==> src/rtl/hamming74_pkg.sv <==
// rtl/hamming74_pkg.sv - shared constants and lookup for the Hamming(7,4) decoder
//
// Codeword layout: [6:3] = {d3,d2,d1,d0}, [2:0] = {p2,p1,p0}.
// Each parity mask selects the received bits whose XOR forms one syndrome bit.
package hamming74_pkg;

    localparam int CW_W   = 7;
    localparam int DATA_W = 4;
    localparam int SYN_W  = 3;
    localparam int POS_W  = 3;

    // Field positions within the codeword
    localparam int P0_BIT   = 0;
    localparam int P1_BIT   = 1;
    localparam int P2_BIT   = 2;
    localparam int DATA_LSB = 3;
    localparam int DATA_MSB = 6;

    localparam logic [CW_W-1:0] P0_MASK = 7'b0111001;
    localparam logic [CW_W-1:0] P1_MASK = 7'b1101010;
    localparam logic [CW_W-1:0] P2_MASK = 7'b1110100;

    // Syndrome -> index of the codeword bit to invert (0 when clean).
    // The syndrome of a single flip equals the set of masks containing that bit.
    function automatic logic [POS_W-1:0] syn_to_pos(input logic [SYN_W-1:0] syn);
        logic [POS_W-1:0] pos;
        pos = '0;
        case (syn)
            3'b001:  pos = 3'd0;
            3'b010:  pos = 3'd1;
            3'b100:  pos = 3'd2;
            3'b011:  pos = 3'd3;
            3'b101:  pos = 3'd4;
            3'b111:  pos = 3'd5;
            3'b110:  pos = 3'd6;
            default: pos = 3'd0;
        endcase
        return pos;
    endfunction

endpackage

==> src/rtl/hamming74_syndrome.sv <==
// rtl/hamming74_syndrome.sv - combinational syndrome computation and single-bit correction
//
// Ports:
//   encoded_data  in   7  received codeword
//   syndrome      out  3  {s2,s1,s0}
//   corrected     out  7  codeword with the indicated bit inverted
//   err_pos       out  3  index of the inverted bit, 0 when syndrome is 0
module hamming74_syndrome
    import hamming74_pkg::*;
(
    input  logic [CW_W-1:0]  encoded_data,
    output logic [SYN_W-1:0] syndrome,
    output logic [CW_W-1:0]  corrected,
    output logic [POS_W-1:0] err_pos
);

    logic [CW_W-1:0] flip_mask;

    assign syndrome = {^(encoded_data & P2_MASK),
                       ^(encoded_data & P1_MASK),
                       ^(encoded_data & P0_MASK)};

    assign err_pos = syn_to_pos(syndrome);

    // A zero syndrome also maps to position 0, so the flip must be gated
    // explicitly or a clean word would lose p0.
    always_comb begin
        flip_mask = '0;
        if (syndrome != '0) begin
            flip_mask = 7'b0000001 << err_pos;
        end
    end

    assign corrected = encoded_data ^ flip_mask;

endmodule

==> src/rtl/hamming74_decoder.sv <==
// rtl/hamming74_decoder.sv - registered Hamming(7,4) decoder with link-health counters
//
// Ports:
//   clk           in   1      rising-edge clock
//   rst_n         in   1      asynchronous active-low reset
//   in_valid      in   1      encoded_data valid this cycle
//   encoded_data  in   7      received codeword
//   cnt_clr       in   1      synchronous clear of the statistics counters
//   out_valid     out  1      registered outputs valid (one cycle after acceptance)
//   decoded_data  out  4      corrected {d3,d2,d1,d0}
//   syndrome      out  3      raw syndrome {s2,s1,s0}
//   err_detected  out  1      syndrome nonzero
//   err_pos       out  3      index of corrected bit, 0 when clean
//   word_cnt      out  CNT_W  accepted words, saturating
//   corr_cnt      out  CNT_W  accepted words with nonzero syndrome, saturating
module hamming74_decoder
    import hamming74_pkg::*;
#(
    parameter int CNT_W = 16
) (
    input  logic               clk,
    input  logic               rst_n,
    input  logic               in_valid,
    input  logic [CW_W-1:0]    encoded_data,
    input  logic               cnt_clr,
    output logic               out_valid,
    output logic [DATA_W-1:0]  decoded_data,
    output logic [SYN_W-1:0]   syndrome,
    output logic               err_detected,
    output logic [POS_W-1:0]   err_pos,
    output logic [CNT_W-1:0]   word_cnt,
    output logic [CNT_W-1:0]   corr_cnt
);

    logic [SYN_W-1:0] syn_c;
    logic [CW_W-1:0]  corrected_c;
    logic [POS_W-1:0] pos_c;
    logic             err_c;

    hamming74_syndrome u_syndrome (
        .encoded_data (encoded_data),
        .syndrome     (syn_c),
        .corrected    (corrected_c),
        .err_pos      (pos_c)
    );

    assign err_c = (syn_c != '0);

    // Data registers load only on accepted words, so an undriven codeword
    // during idle cycles never reaches the outputs.
    always_ff @(posedge clk or negedge rst_n) begin
        if (!rst_n) begin
            out_valid    <= 1'b0;
            decoded_data <= '0;
            syndrome     <= '0;
            err_detected <= 1'b0;
            err_pos      <= '0;
        end else begin
            out_valid <= in_valid;
            if (in_valid) begin
                decoded_data <= corrected_c[DATA_MSB:DATA_LSB];
                syndrome     <= syn_c;
                err_detected <= err_c;
                err_pos      <= pos_c;
            end
        end
    end

    // Clear wins over increment; the word accepted alongside a clear is not counted.
    always_ff @(posedge clk or negedge rst_n) begin
        if (!rst_n) begin
            word_cnt <= '0;
            corr_cnt <= '0;
        end else if (cnt_clr) begin
            word_cnt <= '0;
            corr_cnt <= '0;
        end else if (in_valid) begin
            if (word_cnt != '1) begin
                word_cnt <= word_cnt + CNT_W'(1);
            end
            if (err_c && (corr_cnt != '1)) begin
                corr_cnt <= corr_cnt + CNT_W'(1);
            end
        end
    end

endmodule

==> config.mk <==
export PLATFORM = sky130hd
export DESIGN_NAME = hamming74_decoder
export DESIGN_NICKNAME = d
export VERILOG_FILES = /design/src/rtl/hamming74_pkg.sv /design/src/rtl/hamming74_syndrome.sv /design/src/rtl/hamming74_decoder.sv
export SDC_FILE = /design/constraint.sdc
export NUM_CORES = 1
export LEC_CHECK = 0
export ABC_AREA = 1
export CORE_ASPECT_RATIO = 1.1
export CORE_MARGIN = 2
export CORE_UTILIZATION = 47
export DETAILED_ROUTE_END_ITERATION = 10
export PLACE_DENSITY_LB_ADDON = 0.12
export SYNTH_ARGS = -nofsm -noshare
export SYNTH_HDL_FRONTEND = slang
export SYNTH_SLANG_ARGS = --single-unit
export TNS_END_PERCENT = 1
==> constraint.sdc <==
create_clock -name clk -period 1.8 [get_ports clk]
set_clock_uncertainty 0.15 [all_clocks]
set_input_delay 0.27 -clock clk [delete_from_list [all_inputs] [get_ports clk]]
set_output_delay 0.27 -clock clk [all_outputs]
set_load 0.005 [all_outputs]
# Yosys cells after proc, flatten, opt, wreduce, memory -nomap -nowiden
# Index checks and enable logic that the tools add are counted.
[op_classes]
reduce_logical = 10
n_bitwise = 1
add_sub_neg = 2
eq_ne = 8
n_shift = 1
n_mux = 8
[ops]
columns = ["cell", "count"]
rows = [
  ["$mux W16", 6],
  ["$add A16 B1 Y16 const B", 2],
  ["$ne A16 B16 Y1 const B", 2],
  ["$reduce_xor A7 Y1", 3],
  ["$pmux W3 S6", 1],
  ["$eq A3 B3 Y1 const B", 4],
  ["$mux W7", 1],
  ["$shl A1 B3 Y7 const A", 1],
  ["$xor A7 B7 Y7", 1],
  ["$eq A3 B2 Y1 const B", 2],
  ["$reduce_bool A2 Y1", 3],
  ["$reduce_and A2 Y1", 2],
  ["$reduce_bool A3 Y1", 1],
  ["$logic_and A1 B1 Y1", 1],
]
[word_totals]
in_bits = 11
output_inout_bits = 44
regBits = 44

# Logic depth before layout (Yosys ltp)
# Gate-level depths: netlist of the first run.
[depth]
ltp_word = 6
ltp_mapped = 11
depth_no_buf = 10

# Hierarchy
# A second synthesis of the first run with hierarchy kept.
[hier_totals]
hier_cells = 436
area_unflattened_um2 = 3094.2
[by_module_without_submodules]
columns = ["module", "cells_per_inst", "n_inst", "area_per_inst_um2"]
rows = [
  ["hamming74_decoder", 352, 1, 2701.3],
  ["hamming74_syndrome", 84, 1, 392.9],
]

# Least setup slack after synthesis of the first run
# No wires, ideal clock.
[synth_path]
path_type = "register to register"
from = "register word_cnt[0]"
to = "register word_cnt[1]"
setup_ns = 0.083
period_less_slack_ns = 1.744
path_stages_with_launch = 10
n_path_buf = 1
path_slack_ns = 0.056
t_arrival_ns = 1.511
required_time_ns = 1.567
path_cell_list = "dfrtp_1 > ha_1 > nand2_1 > nor2_1 > nand2_1 > nor2_1 > o21ai_1 > clkbuf_1 > nand3_1 > o21ai_0"
[synth_via]
elab_chain_cells = 4
elab_cells_between_ends = 7
[synth_lines]
columns = ["element", "line_no", "source"]
rows = [
  ["from (decl)", "hamming74_decoder.sv:31", "output logic [CNT_W-1:0] word_cnt,"],
  ["from (signal assigned)", "hamming74_decoder.sv:79", "word_cnt <= word_cnt + CNT_W'(1);"],
  ["$add A16 B1 Y16", "hamming74_decoder.sv:79", ""],
  ["$mux W16", "hamming74_decoder.sv:78", "if (word_cnt != '1) begin"],
  ["$mux W16", "hamming74_decoder.sv:77", "end else if (in_valid) begin"],
  ["$mux W16", "hamming74_decoder.sv:74", "end else if (cnt_clr) begin"],
]
# Several ways; a longest one is shown, not always the timed one. The select of a mux whose other input is x is not followed.
# A chain may end at the register's enable or synchronous reset.

# Worst setup path after layout of the first run
[layout_path]
from = "register word_cnt[8]"
to = "output word_cnt[8]"
# No word-level cell between the ends.

==> summary.md, run 1 <==
| Metric | Value |
|---|---|
| Via/cell ratio | 5.14 |
| Initial antenna violation count | 0 |
| GR Util All Layers | 22.9% |
| Die W | 77.8 µm |
| Diode count | 0 |
| First DRT Iteration DRCs | 138 |
| Startpoint types | register |
| Die area | 6630 µm² |
| Worst relative slew slack | 71.9% |
| #FFs+latches synth | 44 |
| Overall power | 2180 µW |
| Worst hold slack | 0.280 ns |
| Critical path class | reg -> out |
| Post-CTS Setup Repair Bufs | 0 |
| Tmin final | 1.75 ns |
| Vias in the first global route | 2,720 |
| Post-Layout Cell Count | 587 |
| Area occupied by multi-input gates | 1500 µm² |
| Synth-to-Final Area Change | 38.6% |
| Root Driver | clkbuf_8 |
| Post-route cell area | 3910 µm² |
| Global route total overflow | 0 |
| Synthesized Nets | 426 |
| Unrepaired setup endpoints after global routing | yes |
| Worst-Margin Slew | 0.422 ns |
| TritonCTS clock tree | yes |
| Leak Pwr | 0.00195 µW |
| Crit Path Max Fanout | 3 |
| Num rows | 29 |
| Global-route wire length before repair | 12.4 mm |
| Met1 wire length | 3.40 mm |
| Vias | 3,015 |
| PD cells | 559 nW/µm² |
| Fin nets | 522 |
| Post-DRT Antenna Nets | 0 |
| Top Layer Used | met4 |
| # fillers | 519 |
| Class of the worst hold path | in -> async |
| CTS clk-pin slew, worst paths | 0.09 ns |
| Met2 wire length | 3.53 mm |
| Hpwl dp | 5.39 mm |
| Drt first pass iters | 4 |
| Tcrit/Tclk final | 97.3% |
| Max cap viols | 0 |
| Status | finished clean |
| Cells after synthesis | 413 |
| Max Clock Freq | 0.571 GHz |
| Syn Area/Cell | 6.82 µm² |
| Aggregate routed wire length | 7.24 mm |
| Synth warn | 0 |
| Maximum number of pins on one net before global-route repair | 29 |
| Setup tns final | 0 ns |
| GPL Wtd Cong | 0.874 |
| CTS H-tree lvls | 2 |
| Post-placement cell area | 3770 µm² |
| Total CTS buffers | 5 |
| Clock tree buffer depth | 2 |
| Cell count after placement | 578 |
| Die H | 85.2 µm |
| Maximum vdd ir drop | 0.306 mV |
| Starting Density | 48.8% |
| Core area | 5770 µm² |
| Hold Violations, Final | 0 |
| Netlist cell types | 28 |
| WL met3 | 230 µm |
| I/O pins | 55 |
| DRC | 0 |
| FF/Latch Area | 1100 µm² |
| Setup crit end kind | output pin |
| Num Clock Sinks | 44 |
| Fin. max-slew vios | 0 |
| Worst Path Required | 1.38 ns |
| Final Setup Violations | 0 |
| Worst path arrival time | 1.33 ns |
| Avg WL per Cell | 12.3 µm |
| Share of layout cells above drive strength 1 | 15.3% |
| Worst skew pair latency | 0.30 ns |
| Cell area after synthesis | 2820 µm² |
| Post-synthesis sequential area ratio | 39.1% |
| Port Buffer Count | 54 |
-- layout make-up --
| cell class | count | share of cell area, % |
|---|---|---|
| Sequential cell | 44 | 28.2 |
| Timing Repair Buffer | 101 | 24.0 |
| Multi-Input combinational cell | 310 | 38.4 |
| Inverter | 47 | 4.52 |
| Clock buffer | 6 | 2.11 |
| Tap cell | 77 | 2.47 |
| Clock inverter | 2 | 0.256 |
-- where the power goes --
part	total, µW	internal [µW]	switching (µW)
clock network	650	307	343
registers	1070	1040	31.4
logic	466	231	235
total	2180	1570	610
-- metal layers --
| layer | vias up | track usage (%) |
|---|---|---|
| li1 | 1532 | - |
| met1 | 1411 | 31.4 |
| met2 | 62 | 37.1 |
| met3 | 10 | 4.15 |
| met4 | 0 | 6.98 |
| met5 | - | 0 |
-- synthesized netlist by cell type --
master    instances  share of area (%)
o21bai_1          2               0.53
clkbuf_1          4               0.53
inv_2             5               0.67
xnor2_1           3               0.93
inv_1            41                5.5
nand2_1         140                 19
nand2_4           1               0.40
a31o_2            1               0.31
ha_1              2               0.89
buf_1             1               0.13
dfrtp_1          44                 39
nor3_1            7                1.2
xor2_1           10                3.1
nor2_1           35                4.7
nand4_1          29                6.4
buf_4             1               0.27
nor2_4            1               0.40
buf_2             5               0.89
nand2_2           4               0.89
o21ai_0          16                2.8
o21ai_1           1               0.18
a31oi_1           1               0.22
buf_6             1               0.40
nand3_1          52                9.2
or2_2             1               0.22
clkinv_1          1               0.13
nand3_2           3                1.1
nor2_2            1               0.22
-- sequential cells by signal, indices dropped and copies added (netlist names) --
name	count
err_pos	3
out_valid	1
syndrome	3
err_detected	1
word_cnt	16
decoded_data	4
corr_cnt	16
-- through the flow --
step	setup WS [ns]	utilization, %
finish	0.0481	67.7
global route	-0.0188	67.7
CTS	0.0421	67.1
detailed placement	-0.236	65.3
global placement	-0.146	65.3
floorplan	0.0562	-
-- cell families after synthesis --
group | synth area share [%]
buffers and inverters | 8.48
DFF | 39.1
AOI/OAI and AO/OA | 4.09
adders and majority gates | 0.888
xor gates and xnor gates | 4.04
and+or+nand+nor | 43.4
-- placed cells by master, fill, tap and decap left out, drive strengths merged --
master         instances
clkbuf                 6
dlymetal6s2s           4
nand2                145
xor2                  10
xnor2                  3
o21bai                 2
buf                   47
a31o                   1
a31oi                  1
nor3                   7
nand3                 55
nor2                  37
clkinv                 3
ha                     2
dlygate4sd3            1
nand4                 29
or2                    1
dfrtp                 44
o21ai                 17
clkdlybuf4s50         49
inv                   46
-- worst max-delay path, stage by stage (launching register included) --
cell,delay [ns]
dfrtp_1,0.39
buf_4,0.14
clkdlybuf4s50_1,0.50
-- worst paths after layout --
kind	startpoint	endpoint	slack (ns)	depth (start not counted)
min reg2reg	err_pos[2]	err_pos[2]	0.34	2
min in group clk	encoded_data[5]	decoded_data[2]	0.29	4
max	word_cnt[8]	word_cnt[8]	0.05	2
max in group asynchronous	rst_n	corr_cnt[7]	0.72	3
min	rst_n	word_cnt[5]	0.28	2
max reg2reg	corr_cnt[0]	corr_cnt[3]	0.14	9
-- repair_timing --
item / 4_1_cts / 5_1_grt
endpoints found under the setup margin: 0 / 38
resized for setup: 0 / 12
hold buffers: 1 / 0
hold endpoints to repair: 16 / 0
Power figures use the tool's default switching activity.
==> inputs of run 2 (changes only) <==
- CORE_UTILIZATION: 47 -> 30
==> summary.md, run 2 (synthesis gave the netlist of run 1 again) <==
| Metric | Value |
|---|---|
| Status | finished clean |
| PD cells | 547 nW/µm² |
| Total CTS buffers | 5 |
| TritonCTS clock tree | yes |
| Most frequent cells in the layout | nand2_1 (137), nand3_1 (52), buf_4 (51) |
| Maximum number of pins on one net before global-route repair | 45 |
| Drt first pass iters | 4 |
| Max cap viols | 0 |
| Worst-Margin Slew | 0.305 ns |
| Diode count | 0 |
| Maximum vdd ir drop | 0.326 mV |
| CTS clk-pin slew, worst paths | 0.09 ns |
| Root Driver | clkbuf_8 |
| Avg WL per Cell | 12.3 µm |
| Max Clock Freq | 0.571 GHz |
| Global route total overflow | 0 |
| GR Util All Layers | 16.2% |
| Die area | 10,200 µm² |
| CP Cell Sequence | clkdlybuf4s50_1 |
| Worst path arrival time | 1.33 ns |
| Crit Path Max Fanout | 6 |
| Switching power share of the total | 28.5% |
| First DRT Iteration DRCs | 150 |
| Commonest non-fill, non-tap cell in the layout | nand2_1 |
| Tmin final | 1.75 ns |
| Net switching power | 637 µW |
| Global-route wire length before repair | 13.1 mm |
| Hold Violations, Final | 0 |
| CP max stage cell | clkdlybuf4s50_1 |
| Final Setup Violations | 0 |
| Hpwl dp | 5.88 mm |
| Fin nets | 532 |
| Leak Pwr | 0.00203 µW |
| Crit path largest cell delay | 0.55 ns |
| Setup crit end kind | output pin |
| Worst Path Required | 1.38 ns |
| CTS H-tree lvls | 2 |
| Unrepaired setup endpoints after global routing | yes |
| Clock tree buffer depth | 2 |
| Delay-heaviest family, CP | buffers and inverters |
| Post-DRT Antenna Nets | 0 |
| Comb pwr share | 21.4% |
| Overall power | 2230 µW |
| Share of layout cells above drive strength 1 | 18.1% |
| # fillers | 964 |
| Sequential power share | 48.0% |
| Num Clock Sinks | 44 |
| DRC | 0 |
| Pint | 1590 µW |
| Worst relative slew slack | 79.5% |
| Critical path class | reg -> out |
| Class of the worst hold path | in -> reg |
| Core area | 9260 µm² |
| Num rows | 37 |
| Die W | 96.4 µm |
| Vias | 2,999 |
| Aggregate routed wire length | 7.82 mm |
| Synth-to-Final Area Change | 44.8% |
| Die H | 106 µm |
| Fin. max-slew vios | 0 |
| Starting Density | 30.4% |
| Via/cell ratio | 4.71 |
| Final core utilization | 44.1% |
| Tcrit/Tclk final | 97.4% |
| Vias in the first global route | 2,853 |
| Power share of the clock group | 30.6% |
| Initial antenna violation count | 0 |
| GPL Wtd Cong | 0.829 |
| Worst skew pair latency | 0.30 ns |
| Startpoint types | register |
| Largest registers | corr_cnt: 16 flops, word_cnt: 16 flops, decoded_data: 4 flops |
| Buf/Inv on CP | 1 |
| Port Buffer Count | 54 |
| I/O pins | 55 |
[run 2: cell type report]
cell class | count | area [µm²] | area share [%]
clock inverters | 1 | 7.51 | 0.184
inverters | 47 | 176 | 4.32
well taps | 117 | 146 | 3.59
flip-flops and latches | 44 | 1100 | 27.0
clock buffers | 7 | 86.3 | 2.12
multi-input cells | 310 | 1520 | 37.2
repair buffers | 111 | 1040 | 25.6
[run 2: what timing repair did]
action,4_1_cts,5_1_grt
endpoints found under the setup margin,9,37
hold buffers,1,0
pin swaps,0,5
buffers inserted,0,2
gates resized for setup,1,22
hold endpoints to repair,44,0
[run 2: per-layer routing]
| metal | vias to the layer above | part of all wire, % | GRT usage (%) | wire (µm) |
|---|---|---|---|---|
| li1 | 1549 | - | - | - |
| met1 | 1382 | 47 | 21.4 | 3690 |
| met2 | 58 | 47 | 26.5 | 3710 |
| met3 | 10 | 3.8 | 2.93 | 298 |
| met4 | 0 | 1.5 | 4.83 | 121 |
| met5 | - | 0 | 0 | 0 |
[run 2: metrics by stage]
step | cells | hold slack [ns] | cell area [µm²] | TNS (ns) | setup WS [ns]
2_1_floorplan | 413 | -0.176 | 2820 | 0 | 0.0562
3_3_place_gp | 626 | 0.121 | 3910 | -4.30 | -0.224
3_5_place_dp | 626 | 0.124 | 3910 | -5.17 | -0.259
4_1_cts | 635 | 0.329 | 4010 | 0 | 0.0166
5_1_grt | 637 | 0.301 | 4080 | -0.140 | -0.0348
6_report | 637 | 0.270 | 4080 | 0 | 0.0473
[run 2: power groups by stage]
stage | Sequential [µW] | Clock (µW) | Combinational, µW
2_1_floorplan | 1100 | 0 | 177
3_3_place_gp | 1090 | 0 | 479
3_5_place_dp | 1090 | 0 | 480
4_1_cts | 1070 | 711 | 483
5_1_grt | 1080 | 744 | 536
6_report | 1070 | 682 | 478
[run 2: path summary, 6_finish.rpt]
path                                      start         endpoint  slack, ns  cells after the start
worst min-delay path            encoded_data[5]  decoded_data[2]       0.27                      4
worst min register to register      syndrome[1]      syndrome[1]       0.34                      2
min in group asynchronous                 rst_n      word_cnt[8]       0.32                      3
worst max-delay path                corr_cnt[3]      corr_cnt[3]       0.05                      1
max in group asynchronous                 rst_n     corr_cnt[13]       0.96                      3
worst max register to register      word_cnt[0]     word_cnt[13]       0.12                     10
